**src/rtl/bus_arbiter.sv**
```systemverilog
// Round-robin arbiter for the 8-source common bus with multi-cycle hold.
// The hold counter caps ownership at MAX_HOLD cycles while others are waiting.
module bus_arbiter #(
  parameter int MAX_HOLD = 4,
  parameter int CNT_W    = 3
) (
  input  logic       clk,
  input  logic       reset,
  input  logic [7:0] req,
  input  logic [7:0] hold,
  output logic [2:0] selects,
  output logic [7:0] gnt,
  output logic       bus_valid
);

  typedef enum logic {IDLE, GRANT} state_t;

  state_t           state_reg, state_next;
  logic [2:0]       ptr_reg, ptr_next;
  logic [CNT_W-1:0] hold_cnt_reg, hold_cnt_next;
  logic [2:0]       sel_reg, sel_next;
  logic [7:0]       gnt_reg, gnt_next;
  logic             valid_reg, valid_next;

  logic [7:0] rot_req;
  logic [2:0] pick_off;
  logic [2:0] pick_idx;
  logic [7:0] others;
  logic       keep;

  // rot_req[gi] is the request seen gi places after the round-robin pointer
  generate
    for (genvar gi = 0; gi < 8; gi++) begin : g_rot
      assign rot_req[gi] = req[ptr_reg + 3'(gi)];
    end
  endgenerate

  always_comb begin
    pick_off = 3'd0;
    for (int i = 7; i >= 0; i--) begin
      if (rot_req[i]) pick_off = 3'(i);
    end
  end

  assign pick_idx = ptr_reg + pick_off;
  assign others   = req & ~gnt_reg;
  assign keep     = (state_reg == GRANT) && req[sel_reg] && hold[sel_reg] &&
                    ((hold_cnt_reg < CNT_W'(MAX_HOLD)) || (others == 8'd0));

  always_comb begin
    state_next    = state_reg;
    ptr_next      = ptr_reg;
    hold_cnt_next = hold_cnt_reg;
    sel_next      = sel_reg;
    gnt_next      = gnt_reg;
    valid_next    = valid_reg;
    if (keep) begin
      if (hold_cnt_reg != {CNT_W{1'b1}}) hold_cnt_next = hold_cnt_reg + 1'b1;
    end else if (req != 8'd0) begin
      // New grant straight from IDLE or a release, with no idle cycle between
      state_next    = GRANT;
      gnt_next      = 8'd1 << pick_idx;
      sel_next      = pick_idx;
      valid_next    = 1'b1;
      hold_cnt_next = CNT_W'(1);
      ptr_next      = pick_idx + 3'd1;
    end else begin
      state_next    = IDLE;
      gnt_next      = 8'd0;
      valid_next    = 1'b0;
      hold_cnt_next = '0;
    end
  end

  always_ff @(posedge clk) begin
    if (reset) begin
      state_reg    <= IDLE;
      ptr_reg      <= 3'd0;
      hold_cnt_reg <= '0;
      sel_reg      <= 3'd0;
      gnt_reg      <= 8'd0;
      valid_reg    <= 1'b0;
    end else begin
      state_reg    <= state_next;
      ptr_reg      <= ptr_next;
      hold_cnt_reg <= hold_cnt_next;
      sel_reg      <= sel_next;
      gnt_reg      <= gnt_next;
      valid_reg    <= valid_next;
    end
  end

  assign selects   = sel_reg;
  assign gnt       = gnt_reg;
  assign bus_valid = valid_reg;

endmodule

```
**config.mk**
```make
export PLATFORM = sky130hd
export DESIGN_NAME = bus_arbiter
export DESIGN_NICKNAME = d
export VERILOG_FILES = /design/src/rtl/bus_arbiter.sv
export SDC_FILE = /design/constraint.sdc
export NUM_CORES = 1
export LEC_CHECK = 0
export BUFFER_PORTS_ARGS = -buffer_cell sky130_fd_sc_hd__buf_2
export CORE_UTILIZATION = 37
export DETAILED_ROUTE_END_ITERATION = 7
export GPL_ROUTABILITY_DRIVEN = 1
export PLACE_DENSITY_LB_ADDON = 0.2
export SYNTH_ARGS = -nofsm -noshare
export SYNTH_HDL_FRONTEND = slang
export SYNTH_SLANG_ARGS = --single-unit
```
**constraint.sdc**
```tcl
create_clock -name clk -period 3.72 [get_ports clk]
set_input_delay 0.186 -clock clk [delete_from_list [all_inputs] [get_ports clk]]
set_output_delay 0.186 -clock clk [all_outputs]
set_load 0.005 [all_outputs]
```
==> metrics.txt <==
status finished, final reports clean; diodes inserted 0; number of max-slew violations in the final report 0; Die X-Extent 69.3 um; Wirelength per Cell about 17 um; CTS tree built; Reg clk slew, reported paths around 0.07 ns; Num CTS Buffers 3; DRC 0; CP cell instances inv_2 > ha_4 > mux4_2 > mux2_2 > nor2b_1 > nor2_1 > o21bai_1 > a22oi_1 > ha_1 > inv_1 > fa_2 > ha_1 > and3_1 > a221o_1; CP arrival around 3.8 ns; Worst Setup End Kind flop; Worst Path Buf+Inv 2; initial core utilization roughly two fifths; Yosys top cell area share between 20% and 30%; FF+latch count, synth 18; DR iter-0 viols 42; layout cells sized above 1 41.5%; clock skew about 0.0043 ns; RSZ-0062 raised after global routing true; Largest register FFs 8; first-pass GRT wire length about 7300 um; Peak VDD IR between 300 and 400 uV; Post-synth EDFFs 0; min cycle time layout ~3.6 ns; Lkg Pwr between 0.9 and 1 nW; CTS Hold Bufs 0; Root Buffer clkbuf_8; max frequency roughly 280 MHz; GRT Overall Usage approximately a fifth; Critical Path RT 3.87 ns; pre-CTS setup slack -0.131 ns; Seq/Total Area, Yosys between 20 and 25%; Async SR Flop Fraction 0%; gr ovfl total 0; antenna violations before repair 0; Yosys warnings 0; hold_ws around 0.22 ns; Top delay family on crit path adder cells; Slew @ Worst Pin about 1 ns; dpl cells around 250; CP dominant cell by count ha_1; IO Pins 30; fin area around 2100 um^2; Final #Nets 238; PD cells approximately 960 nW/um^2; crit-path max FO 8; DRT Wirelength roughly 4400 um; CP startpoint kind flop; placer congestion estimate roughly 0.84; via count about 1,500; placed cell area about 1900 um^2; mean post-synth cell area roughly 9.8 um^2; Worst Hold Class primary input to flop; Synth cell types 49; Syn Inst Count between 150 and 200; maximum clock path buffer count 2; Die Ht 69.3 um; CP max-delay cell mux4_2; top area cells in the synthesized netlist dfxtp_1 22%, mux4_2 15%, ha_1 8.2%; vias in the first global route 1,518; largest net degree at the start of global routing 14; post-route ant nets 0; # rows 24; post-DP HPWL between 3000 and 4000 um; ys flop type dfxtp_1; fin worst setup slack between 0.1 and 0.15 ns; worst setup path class flop to flop; htree depth 1; full die area around 4800 um^2; max_cap viols 0; fin cells about 260; Area growth, synth to finish 25.5%; number of port buffers 29; Floorplan Core Area ~4400 um^2; syn_nets between 200 and 250; CTS Sinks 18; Setup violations, final 0; Via density between 5 and 6; DR pass1 iterations 4; Netlist Area Pre-Place around 1700 um^2; Crit path largest cell delay about 0.54 ns; worst skew pair latency ~0.26 ns; largest area contributor in the netlist dfxtp_1; Tcrit/Tclk final approximately 97%; final hold viol count 0; Slew headroom approximately 32%; Final Power about 0.002 W
report_power, final:
group / leakage, nW / internal, W / total, W / switching, W
clock network: 0.0288 / 0.0000943 / 0.000163 / 0.0000688
logic: 0.744 / 0.000775 / 0.00155 / 0.000773
registers: 0.149 / 0.000256 / 0.000314 / 0.0000573
metrics by stage:
| step | util [%] | TNS, ns |
|---|---|---|
| 3_3_place_gp | 44.5 | -0.123 |
| 6_report | 48.2 | 0 |
| 2_1_floorplan | - | 0 |
| 3_5_place_dp | 44.5 | -0.739 |
| 5_1_grt | 48.2 | -0.185 |
| 4_1_cts | 46.0 | 0 |
timing repair:
action / 4_1_cts / 5_1_grt
setup buffers: 0 / 1
setup endpoints to repair: 9 / 9
cloned: 0 / 0
gates resized for setup: 2 / 19
pin swaps: 0 / 7
path summary, 6_finish.rpt:
| check | slack (ns) | cells after the start | to | startpoint |
|---|---|---|---|---|
| hold reg to reg | 0.52 | 1 | gnt[2]$_SDFFE_PP0N_ | gnt[2]$_SDFFE_PP0N_ |
| setup reg to reg | 0.12 | 14 | gnt[4]$_SDFFE_PP0N_ | ptr_reg[0]$_SDFFE_PP0P_ |
| setup / recovery | 0.12 | 14 | gnt[4]$_SDFFE_PP0N_ | ptr_reg[0]$_SDFFE_PP0P_ |
| hold / removal | 0.22 | 2 | ptr_reg[2]$_SDFFE_PP0P_ | reset |
cell families after synthesis:
| family | count (synthesis) | share of synthesized area [%] |
|---|---|---|
| xor gates and xnor gates | 8 | 4.18 |
| AOI/OAI and AO/OA | 36 | 17.9 |
| buffers and inverters | 26 | 6.80 |
| muxes | 25 | 24.7 |
| adders and majority gates | 12 | 9.42 |
| and+or+nand+nor | 46 | 15.5 |
| DFF | 18 | 21.5 |
synth_stat cells (3+ instances only):
cell type	instances
dfxtp_1	18
inv_1	17
ha_1	11
mux4_2	11
nand2_1	11
nor2_1	9
a221o_1	6
mux2i_1	6
a211oi_1	4
clkbuf_1	4
mux2_2	4
mux2_4	4
nor4_1	4
o22ai_1	4
xnor2_1	4
xor2_1	4
and3_1	3
nor4b_1	3
o2111a_1	3
placed cells by master (no fill, tap or decap), drive strengths merged, types with 2 or more instances in the layout:
cell	count
buf	41
dfxtp	18
inv	17
mux4	11
nand2	11
ha	11
nor2	10
mux2	8
mux2i	6
a221o	6
nor4	4
o22ai	4
a211oi	4
clkbuf	4
xor2	4
xnor2	4
and3	3
o2111a	3
nor4b	3
nand2b	3
o32a	2
nor2b	2
o21bai	2
nand3	2
a21o	2
a31oi	2
a22o	2
nor3	2
or2	2
or3b	2
per-layer routing:
layer	wire (um)	up-vias	GRT usage [%]	part of all wire, %
met5	0	-	0	0
met4	94	0	6.58	2.1
met3	164	9	3.05	3.7
met2	2250	30	32.9	51
met1	1920	753	22.9	43
li1	-	720	-	-
worst reg2reg max path, stage by stage (launching register included):
cell and delay, ns:
dfxtp_4 0.35, inv_2 0.04, ha_4 0.33, mux4_2 0.54, mux2_2 0.29, nor2b_1 0.15, nor2_1 0.05, o21bai_1 0.14
a22oi_1 0.09, ha_1 0.20, inv_1 0.09, fa_2 0.50, ha_1 0.26, and3_1 0.17, a221o_1 0.29
final cells by class:
type                       count  area, um^2
inverter                      17        66.3
multi-input combinational    127        1310
sequential                    18         365
timing repair buffer          41         239
clock buffer                   4        55.1
fill                         410        2250
tap                           52        65.1
Power figures use the tool's default switching activity.
